[src/rtl/lcd_nibble_writer.sv]
// HD44780-style 4-bit write engine: strobes one byte as two nibbles (or one), then waits out the LCD execution time.
// Acceptance-to-done latency = strobe phases + nibble gap + execution wait; in_ready only while idle.
module lcd_nibble_writer #(
  parameter int T_SETUP     = 4,
  parameter int T_EPW       = 25,
  parameter int T_HOLD      = 4,
  parameter int T_NIB_GAP   = 100,
  parameter int T_EXEC      = 4000,
  parameter int T_EXEC_LONG = 152000
) (
  input  logic       clk,
  input  logic       nrst,
  input  logic       in_valid,
  output logic       in_ready,
  input  logic       in_rs,
  input  logic [7:0] in_data,
  input  logic       in_nibble_only,
  output logic       lcd_rs,
  output logic       lcd_rw,
  output logic       lcd_e,
  output logic [3:0] lcd_db,
  output logic       done
);

  localparam int CW = $clog2(T_EXEC_LONG + 1);
  localparam logic [CW-1:0] C_SETUP = CW'(T_SETUP - 1);
  localparam logic [CW-1:0] C_EPW   = CW'(T_EPW - 1);
  localparam logic [CW-1:0] C_HOLD  = CW'(T_HOLD - 1);
  localparam logic [CW-1:0] C_GAP   = CW'(T_NIB_GAP - 1);
  localparam logic [CW-1:0] C_EXEC  = CW'(T_EXEC - 1);
  localparam logic [CW-1:0] C_LONG  = CW'(T_EXEC_LONG - 1);

  typedef enum logic [2:0] {IDLE, SETUP, EHIGH, HOLD, GAP, EXEC} state_t;

  state_t        state_q, state_n;
  logic [CW-1:0] cnt_q, cnt_n;
  logic [7:0]    data_q;
  logic          nib_q;
  logic          lower_q;
  logic          accept;
  logic          load_lo;
  logic          exec_done;
  logic          long_cmd;

  // Clear-display (0x01) and return-home (0x02/0x03) need the long execution wait
  assign long_cmd = !lcd_rs && !nib_q && (data_q == 8'h01 || data_q == 8'h02 || data_q == 8'h03);
  assign lcd_rw   = 1'b0;

  always_comb begin
    state_n   = state_q;
    cnt_n     = cnt_q;
    accept    = 1'b0;
    load_lo   = 1'b0;
    exec_done = 1'b0;
    if (state_q != IDLE && cnt_q != '0) begin
      cnt_n = cnt_q - CW'(1);
    end else begin
      case (state_q)
        IDLE: begin
          if (in_valid && in_ready) begin
            accept  = 1'b1;
            state_n = SETUP;
            cnt_n   = C_SETUP;
          end
        end
        SETUP: begin
          state_n = EHIGH;
          cnt_n   = C_EPW;
        end
        EHIGH: begin
          state_n = HOLD;
          cnt_n   = C_HOLD;
        end
        HOLD: begin
          if (!nib_q && !lower_q) begin
            state_n = GAP;
            cnt_n   = C_GAP;
          end else begin
            state_n = EXEC;
            cnt_n   = long_cmd ? C_LONG : C_EXEC;
          end
        end
        GAP: begin
          state_n = SETUP;
          cnt_n   = C_SETUP;
          load_lo = 1'b1;
        end
        EXEC: begin
          state_n   = IDLE;
          cnt_n     = '0;
          exec_done = 1'b1;
        end
        default: begin
          state_n = IDLE;
          cnt_n   = '0;
        end
      endcase
    end
  end

  always_ff @(posedge clk or negedge nrst) begin
    if (!nrst) begin
      state_q  <= IDLE;
      cnt_q    <= '0;
      in_ready <= 1'b0;
      lcd_e    <= 1'b0;
      lcd_rs   <= 1'b0;
      lcd_db   <= 4'h0;
      done     <= 1'b0;
      data_q   <= 8'h00;
      nib_q    <= 1'b0;
      lower_q  <= 1'b0;
    end else begin
      state_q  <= state_n;
      cnt_q    <= cnt_n;
      in_ready <= (state_n == IDLE);
      lcd_e    <= (state_n == EHIGH);
      done     <= exec_done;
      if (accept) begin
        lcd_rs  <= in_rs;
        lcd_db  <= in_data[7:4];
        data_q  <= in_data;
        nib_q   <= in_nibble_only;
        lower_q <= 1'b0;
      end else if (load_lo) begin
        lcd_db  <= data_q[3:0];
        lower_q <= 1'b1;
      end
    end
  end

endmodule

[config.mk]
export PLATFORM = sky130hd
export DESIGN_NAME = lcd_nibble_writer
export DESIGN_NICKNAME = d
export VERILOG_FILES = /design/src/rtl/lcd_nibble_writer.sv
export SDC_FILE = /design/constraint.sdc
export NUM_CORES = 1
export LEC_CHECK = 0
export ABC_AREA = 1
export ABC_CLOCK_PERIOD_IN_PS = 1450
export CAP_MARGIN = 20
export CORE_UTILIZATION = 40
export DETAILED_ROUTE_END_ITERATION = 12
export HOLD_SLACK_MARGIN = 0.12
export PLACE_DENSITY_LB_ADDON = 0.1
export SYNTH_ARGS = -nofsm -noshare
export SYNTH_HDL_FRONTEND = slang
export SYNTH_SLANG_ARGS = --single-unit
[constraint.sdc]
create_clock -name clk -period 1.45 [get_ports clk]
set_input_delay 0.2175 -clock clk [delete_from_list [all_inputs] [get_ports clk]]
set_output_delay 0.2175 -clock clk [all_outputs]
set_load 0.05 [all_outputs]
## After elaboration in Yosys (flattened, before gate mapping)

Cells that the tools add are included.

| operators by class | value |
|---|---|
| add/subtract/negate cells | 1 |
| equality and inequality tests | 10 |
| muxes and demuxes | 20 |
| reductions and logical operators | 16 |

Operators with widths:

| operator | count |
|---|---|
| 18-bit 2-to-1 mux | 4 |
| 18-bit one-hot mux with 4 select lines | 1 |
| 18-bit nonzero test | 1 |
| 18-bit by 1-bit subtractor with 18-bit output, second input constant | 1 |
| 8-bit by 2-bit == test with 1-bit output, second input constant | 2 |
| 3-bit one-hot mux with 5 select lines | 1 |
| 1-bit 2-to-1 mux | 10 |
| 3-bit by 2-bit == test with 1-bit output, second input constant | 3 |
| 8-bit by 1-bit == test with 1-bit output, second input constant | 1 |
| 4-bit 2-to-1 mux | 2 |
| 3-bit == test, second input constant | 2 |
| 3-bit zero test | 2 |
| 3-bit 2-to-1 mux | 2 |
| 1-bit logical AND | 5 |
| 3-bit by 1-bit == test with 1-bit output, second input constant | 1 |
| 1-bit zero test | 3 |
| 3-bit != test, second input constant | 1 |
| 3-bit nonzero test | 1 |
| 1-bit logical OR | 2 |
| 2-bit nonzero test | 1 |
| 2-bit OR reduction | 1 |

| storage, ports and cells | value |
|---|---|
| register bits after elaboration | 39 |
| input port bits | 13 |
| output and inout bits | 9 |

## Longest topological paths before layout

Gate-level depths: netlist of run 1.

| logic depth | value |
|---|---|
| depth after elaboration | 8 |
| depth in mapped cells | 11 |
| depth with buffers taken out | 11 |

## Worst setup path before layout of run 1

No wires, ideal clock.

| timing | value |
|---|---|
| kind | reg2reg |
| from | register cnt_q[0] |
| to | register cnt_q[6] |
| arrival | 1,448 ps |
| data required time | 1,316 ps |
| setup slack | -132 ps |
| stages on the path, launching flop included | 11 |
| buffers on the path | 1 |
| clock period less this slack | 1,582 ps |
| cell sequence | dfrtp_1 -> inv_1 -> ha_1 -> nand2_2 -> nor2_4 -> nand3_4 -> nand2_4 -> inv_2 -> buf_6 -> nand2_1 -> o211ai_1 |

| between the ends | value |
|---|---|
| word-level cells in the longest chain between the ends | 3 |
| elaborated cells between the ends (all ways) | 5 |

RTL lines:

| element | line | RTL |
|---|---|---|
| start: declaration | 36 | `logic [CW-1:0] cnt_q, cnt_n;` |
| start signal: assignment | 115 | `cnt_q <= cnt_n;` |
| branches (longest 3 deep; another with 18-bit by 1-bit subtractor with 18-bit output) | - |  |

Several ways; the timed one is not identified.
A chain may end at the register's enable or synchronous reset.

## Worst setup path in the final report of run 1

| timing | value |
|---|---|
| from | register cnt_q[1] |
| to | register cnt_q[7] |

Same word-level chain as after synthesis.

==> results by group, run 1 <==
Logic synthesis
  – Post-synth top area share: 44.9%
  – Yosys Warn Count: 0
  – Synth async-reset ratio: 100%
  – Top cells by area, synth: dfrtp_1 45%, nand2_1 16%, nor2_1 6.0%
  – Cells after synthesis: 281
  – Library cells used by synthesis: 29
  – Mean post-synth cell area: 7.73 um^2
  – Post-synth EDFFs: 0
  – Post-synthesis sequential area ratio: 44.9%
  – Number of synthesized register bits: 39
  – Post-Syn Nets: 295
  – Ys flop type: dfrtp_1
  – Count leader, synth: nand2_1
  – Synth top cells by count: 94 x nand2_1, 39 x dfrtp_1, 35 x nor2_1, 24 x nand3_1, 23 x inv_1
  – Mapped cell area: 2170 um^2
  – Dominant cell type by area after synthesis: dfrtp_1

Clocking
  – CTS tree: yes
  – Clock root buffer: clkbuf_8
  – Clock sink count: 39
  – CTS Buffer Depth: 2
  – H-tree depth: 2
  – Register clock-pin slew on the reported worst setup and hold paths: 0.08 ns
  – Latest clock arrival within the worst-skew pair: 0.30 ns
  – CTS Buf Count: 5

Timing
  – Max Freq: 0.639 GHz
  – Slew Limit Fails: 0
  – Fin Setup TNS: -1.11 ns
  – RSZ-0062 raised after global routing: yes
  – Setup ws final: -0.114 ns
  – Fin Hold WS: 0.366 ns
  – Final worst path period need: 1.56 ns
  – Final hold viol count: 0
  – Final setup fails: 22
  – Fin crit share: 108%
  – Worst Skew: 0.0112 ns

Final layout
  – Fraction of layout cells with a size suffix above 1: 38.3%
  – Multi-input gate area: 1260 um^2
  – Final non-filler cell total: 430
  – Area Growth Syn to Fin: 52.1%
  – Finished Core Util: 63.9%
  – ANT cells: 0
  – Final nets: 373
  – Finished layout cell area: 3300 um^2
  – Fill count: 449
  – Storage element area: 976 um^2

Placed design
  – Port Buffers: 20
  – DP Area: 2890 um^2
  – GPL Wtd Cong: 0.887
  – Placed Cells: 414
  – Dpl hpwl: 4060 um

GRT
  – Initial antenna violation count: 0
  – Gr usage total: 22.4%
  – First-pass GRT wire length: 9360 um
  – Total grt overflow: 0
  – Largest net degree at the start of global routing: 26
  – Number of global-route vias before repair: 2028

Die
  – Die ar.: 5730 um^2
  – Core Box Area: 5170 um^2
  – Die Height: 75.7 um
  – Rows: 26
  – Num ports: 22
  – DIE WIDTH: 75.7 um
  – Initial core utilization: 42.0%

Hold path
  – Worst hold path type: input port to asynchronous set/reset pin

Route
  – WL/cell: 13.7 um
  – Via Count: 2085
  – Via-to-Cell Ratio: 4.85
  – Initial DRC Count: 106
  – Number of routed nets with antenna violations: 0
  – Drc violations: 0
  – DRT Wirelength: 5880 um
  – Drt pass-1 iters: 4

Setup path
  – Crit. End Element: flop
  – CP Max Fanout: 5
  – Critical path class: flop to flop
  – R2R depth: 9
  – R2R setup slack: -0.11 ns
  – Critical Path RT: 1.66 ns
  – RR Endpoint: cnt_q[7]
  – Setup crit start kind: flop
  – Worst path arrival time: 1.77 ns
  – R2R Path Start: cnt_q[1]

Power
  – Cell Pwr Density: 641 nW/um^2
  – LEAKAGE: 0.00153 uW
  – VDD IR max: 0.000389 V

Run status
  – Failing checks: negative setup slack
  – Status: complete, but fails checks

Run
  – # Max-Cap Violations: 0
## cells in the final DEF, fill, tap and decap left out, types with 2 or more instances in the layout
cell type,netlist,final
o21ai_0,12,11
nand2_2,3,16
nand3_1,24,12
nor2_2,3,10
xnor2_1,5,5
nor2_1,35,26
o21ai_2,2,2
nor3_2,0,4
nor2_4,2,4
buf_6,1,5
buf_4,2,48
nand2_1,94,77
nand4_1,4,4
inv_1,23,19
dfrtp_1,39,39
clkdlybuf4s50_1,0,11
nand2_4,2,5
clkbuf_8,0,6
nand3_2,1,11
nand3_4,1,3
buf_12,1,10
a21oi_2,2,2
inv_2,1,4
xor2_1,7,7
a21oi_1,2,2
o211ai_1,4,4
## worst max-delay path by stage
stage / slack (ns) / to / from / cells after the start
finish: -0.11 / cnt_q[7] / cnt_q[1] / 9
global route: -0.18 / cnt_q[7] / cnt_q[1] / 9
CTS: -0.04 / cnt_q[10] / cnt_q[0] / 8
detailed placement: -0.23 / lcd_e / cnt_q[1] / 10
global placement: -0.22 / lcd_e / cnt_q[1] / 10
floorplan: -0.02 / cnt_q[6] / cnt_q[0] / 10
## routing by layer
metal / track usage [%] / up-vias / share of wire, % / wire length, um
li1: - / 1041 / - / -
met1: 29.3 / 991 / 43 / 2500
met2: 37.8 / 44 / 52 / 3050
met3: 4.50 / 9 / 4.2 / 249
met4: 6.17 / 0 / 1.4 / 82
met5: 0 / - / 0 / 0
## cell type report
type	instances	area share [%]
clock buffer	6	2.50
clock inverter	2	1.06
inverter	24	2.88
multi-input combinational	212	38.2
sequential	39	29.5
tap	70	2.65
timing repair buffer	77	23.2
## worst max-delay path, cell delays in order, from the launching register on
cell	delay [ns]
dfrtp_1	0.41
inv_2	0.08
ha_4	0.17
nand2_4	0.06
nor2_4	0.18
nand3_4	0.13
nand2_8	0.12
buf_12	0.13
nand3_4	0.09
o211ai_1	0.11
## where the power goes
part / switching (uW) / internal (uW)
clock: 408 / 557
combinational: 32.8 / 33.7
sequential: 0 / 1090
total: 440 / 1680
## flip-flops by register name, summed over array words and instances, names as in the netlist
signal	count
cnt_q	18
data_q	8
lcd_db	4
state_q	3
done	1
in_ready	1
lcd_e	1
lcd_rs	1
lower_q	1
nib_q	1
## per-stage QoR
| step | total power (uW) | setup slack, ns |
|---|---|---|
| final | 2120 | -0.114 |
| after global routing | 2190 | -0.179 |
| after CTS | 2140 | -0.0401 |
| after detailed placement | 1170 | -0.228 |
| after global placement | 1170 | -0.216 |
| after floorplan | 1120 | -0.0180 |
## what timing repair did
action                                  4_1_cts  5_1_grt
endpoints found under the setup margin       27       31
gates cloned                                  0        1
resized for setup                            24       37
endpoints found under the hold margin        14        0
buffers inserted                              5        1
pin swaps                                    10       26
hold buffers                                  1        0
## logic make-up after synthesis
group | synth area share [%]
and+or+nand+nor | 36.2
adders and majority gates | 0.576
buffers and inverters | 6.74
xor gates and xnor gates | 4.84
DFF | 44.9
other | 0.173
AOI/OAI and AO/OA | 6.57
Note: power is estimated with default switching activity, not from simulation.
==> run 2: changes to the inputs <==
--- a/config.mk
+++ b/config.mk
@@ -8,6 +8,7 @@
 export ABC_AREA = 1
 export ABC_CLOCK_PERIOD_IN_PS = 1450
 export CAP_MARGIN = 20
+export CORE_MARGIN = 2
 export CORE_UTILIZATION = 40
 export DETAILED_ROUTE_END_ITERATION = 12
 export HOLD_SLACK_MARGIN = 0.12
==> run 2 against run 1 <==
  * The run still ends with negative setup slack left
  * Worst hold slack better by 0.054 ns
  * Sequential power about the same
  * Register-to-register slack better by 0.09 ns
  * Critical path depth up 1
  * Final cell count up 0.23%
  * Sequential share of layout area up 0.12 points
  * Routed wire length down 7.2%
  * Clock power up 12%
  * Fmax up 6.2%
  * Highest routed layer unchanged
==> results by group, run 2 (synthesized netlist as in run 1, its figures left out) <==
Clocking
  – Clock sink count: 39
  – H-tree depth: 2
  – CTS Buffer Depth: 2
  – CTS Buf Count: 5
  – Register clock-pin slew on the reported worst setup and hold paths: 0.08 ns
  – Clock root buffer: clkbuf_8
  – CTS tree: yes
  – Latest clock arrival within the worst-skew pair: 0.29 ns

Die
  – Core Box Area: 5170 um^2
  – Initial core utilization: 42.0%
  – Die Height: 77.7 um
  – Num ports: 22
  – Rows: 26
  – Die ar.: 6040 um^2
  – DIE WIDTH: 77.7 um

Final layout
  – Multi-input gate area: 1250 um^2
  – ANT cells: 0
  – Most frequent cells in the layout: 82 x nand2_1, 53 x buf_4, 39 x dfrtp_1
  – Fill count: 433
  – Storage element area: 976 um^2
  – Max reg flops: 18
  – Fraction of layout cells with a size suffix above 1: 37.4%
  – Most flop-heavy register: cnt_q
  – Final nets: 374
  – Area Growth Syn to Fin: 51.5%
  – Largest regs: cnt_q x18, data_q x8, lcd_db x4
  – Commonest non-fill, non-tap cell in the layout: nand2_1

Timing
  – RSZ-0062 raised after global routing: yes
  – Fin Setup TNS: -0.145 ns
  – Setup ws final: -0.0233 ns
  – Max Freq: 0.679 GHz
  – Final hold viol count: 0
  – Fin crit share: 102%
  – Slew Limit Fails: 0
  – Worst Skew: 0.00941 ns
  – Final setup fails: 9
  – Final worst path period need: 1.47 ns

Run status
  – Failing checks: negative setup slack
  – Status: complete, but fails checks

Setup path
  – Worst path arrival time: 1.68 ns
  – CP max stage delay: 0.39 ns
  – CP Max Fanout: 3
  – R2R depth: 10
  – CP most frequent cell: nand2_2
  – Setup crit start kind: flop
  – Crit. End Element: flop
  – CP Cell Sequence: inv_2 -> ha_4 -> nand2_1 -> inv_2 -> nand2_2 -> nor2_4 -> nand3_2 -> nand2_2 -> nand2_2 -> nor3_2
  – Critical Path RT: 1.66 ns
  – Critical path class: flop to flop
  – Slowest-stage cell, CP: dfrtp_1

Placed design
  – Pre-CTS WS: -0.0894 ns
  – Dpl hpwl: 3980 um
  – GPL Wtd Cong: 0.839
  – Port Buffers: 20

Route
  – Initial DRC Count: 77
  – Via-to-Cell Ratio: 4.79
  – DR top layer: met4
  – DRT Wirelength: 5450 um
  – Routed wl met2: 2860 um
  – Drt pass-1 iters: 4
  – WL/cell: 12.7 um
  – Met3 Wirelength: 153 um
  – Drc violations: 0
  – Number of routed nets with antenna violations: 0
  – Via Count: 2063
  – Met1 Wirelength: 2360 um

Power
  – LEAKAGE: 0.00151 uW
  – VDD IR max: 0.000463 V
  – Cell Pwr Density: 679 nW/um^2

GRT
  – Initial antenna violation count: 0
  – Largest net degree at the start of global routing: 40
  – Total grt overflow: 0
  – Gr usage total: 19.2%
  – First-pass GRT wire length: 9090 um
  – Number of global-route vias before repair: 2080

Hold path
  – Worst hold path type: input port to asynchronous set/reset pin

Run
  – # Max-Cap Violations: 0
## run 2: cell types whose count changed in the layout (fill, tap and decap cells not counted), sizes merged
cell,before,now
bufinv,1,2
buf,64,66
clkbuf,7,6
clkinv,1,0
## run 2: critical path: cells and delay by family (launching register included)
family / cells / cell delay (ns)
simple gates: 7 / 0.68
flops: 1 / 0.39
buf+inv: 2 / 0.16
fa+ha+maj: 1 / 0.16
## run 2: report_power, final
| group | internal [uW] | switching (uW) | total, uW |
|---|---|---|---|
| Sequential | 1090 | 0 | 1090 |
| Combinational | 34.0 | 31.7 | 65.7 |
| Clock | 688 | 394 | 1080 |
## run 2: what timing repair did
| action | in CTS | in global routing |
|---|---|---|
| pin swaps | 5 | 24 |
| hold endpoints to repair | 39 | 0 |
| endpoints found under the setup margin | 22 | 36 |
| cloned | 0 | 0 |
| resized for setup | 18 | 34 |
| buffers inserted | 1 | 3 |
| hold buffers | 1 | 0 |
## run 2: worst paths after layout
check | from | end | slack [ns]
hold reg to reg | data_q[5] | data_q[5] | 0.50
max in group asynchronous | nrst | cnt_q[0] | 0.82
setup reg to reg | cnt_q[0] | lcd_e | -0.02
hold / removal | nrst | cnt_q[11] | 0.42
min in group clk | in_rs | lcd_rs | 0.45
setup / recovery | cnt_q[0] | lcd_e | -0.02
## run 2: per-stage QoR
stage | util (%) | hold slack (ns) | std cells | cell area (um^2) | power (uW)
6_report | 63.6 | 0.419 | 431 | 3290 | 2230
3_5_place_dp | 56.7 | 0.204 | 418 | 2930 | 1170
5_1_grt | 63.6 | 0.461 | 431 | 3290 | 2300
4_1_cts | 60.8 | 0.429 | 428 | 3140 | 2260
2_1_floorplan | - | -0.0781 | 281 | 2190 | 1120
3_3_place_gp | 56.7 | 0.206 | 418 | 2930 | 1170
## run 2: cell type report
type,count,area share [%]
inverter,24,2.81
multi-input combinational,212,37.9
sequential,39,29.7
clock buffer,6,2.21
timing repair buffer,78,22.9
clock inverter,2,1.83
tap,70,2.66
## run 2: per-layer routing
metal / vias up / global-route usage (%)
met3: 7 / 3.49
met2: 29 / 33.8
met4: 0 / 6.61
met5: - / 0
li1: 1044 / -
met1: 983 / 23.4
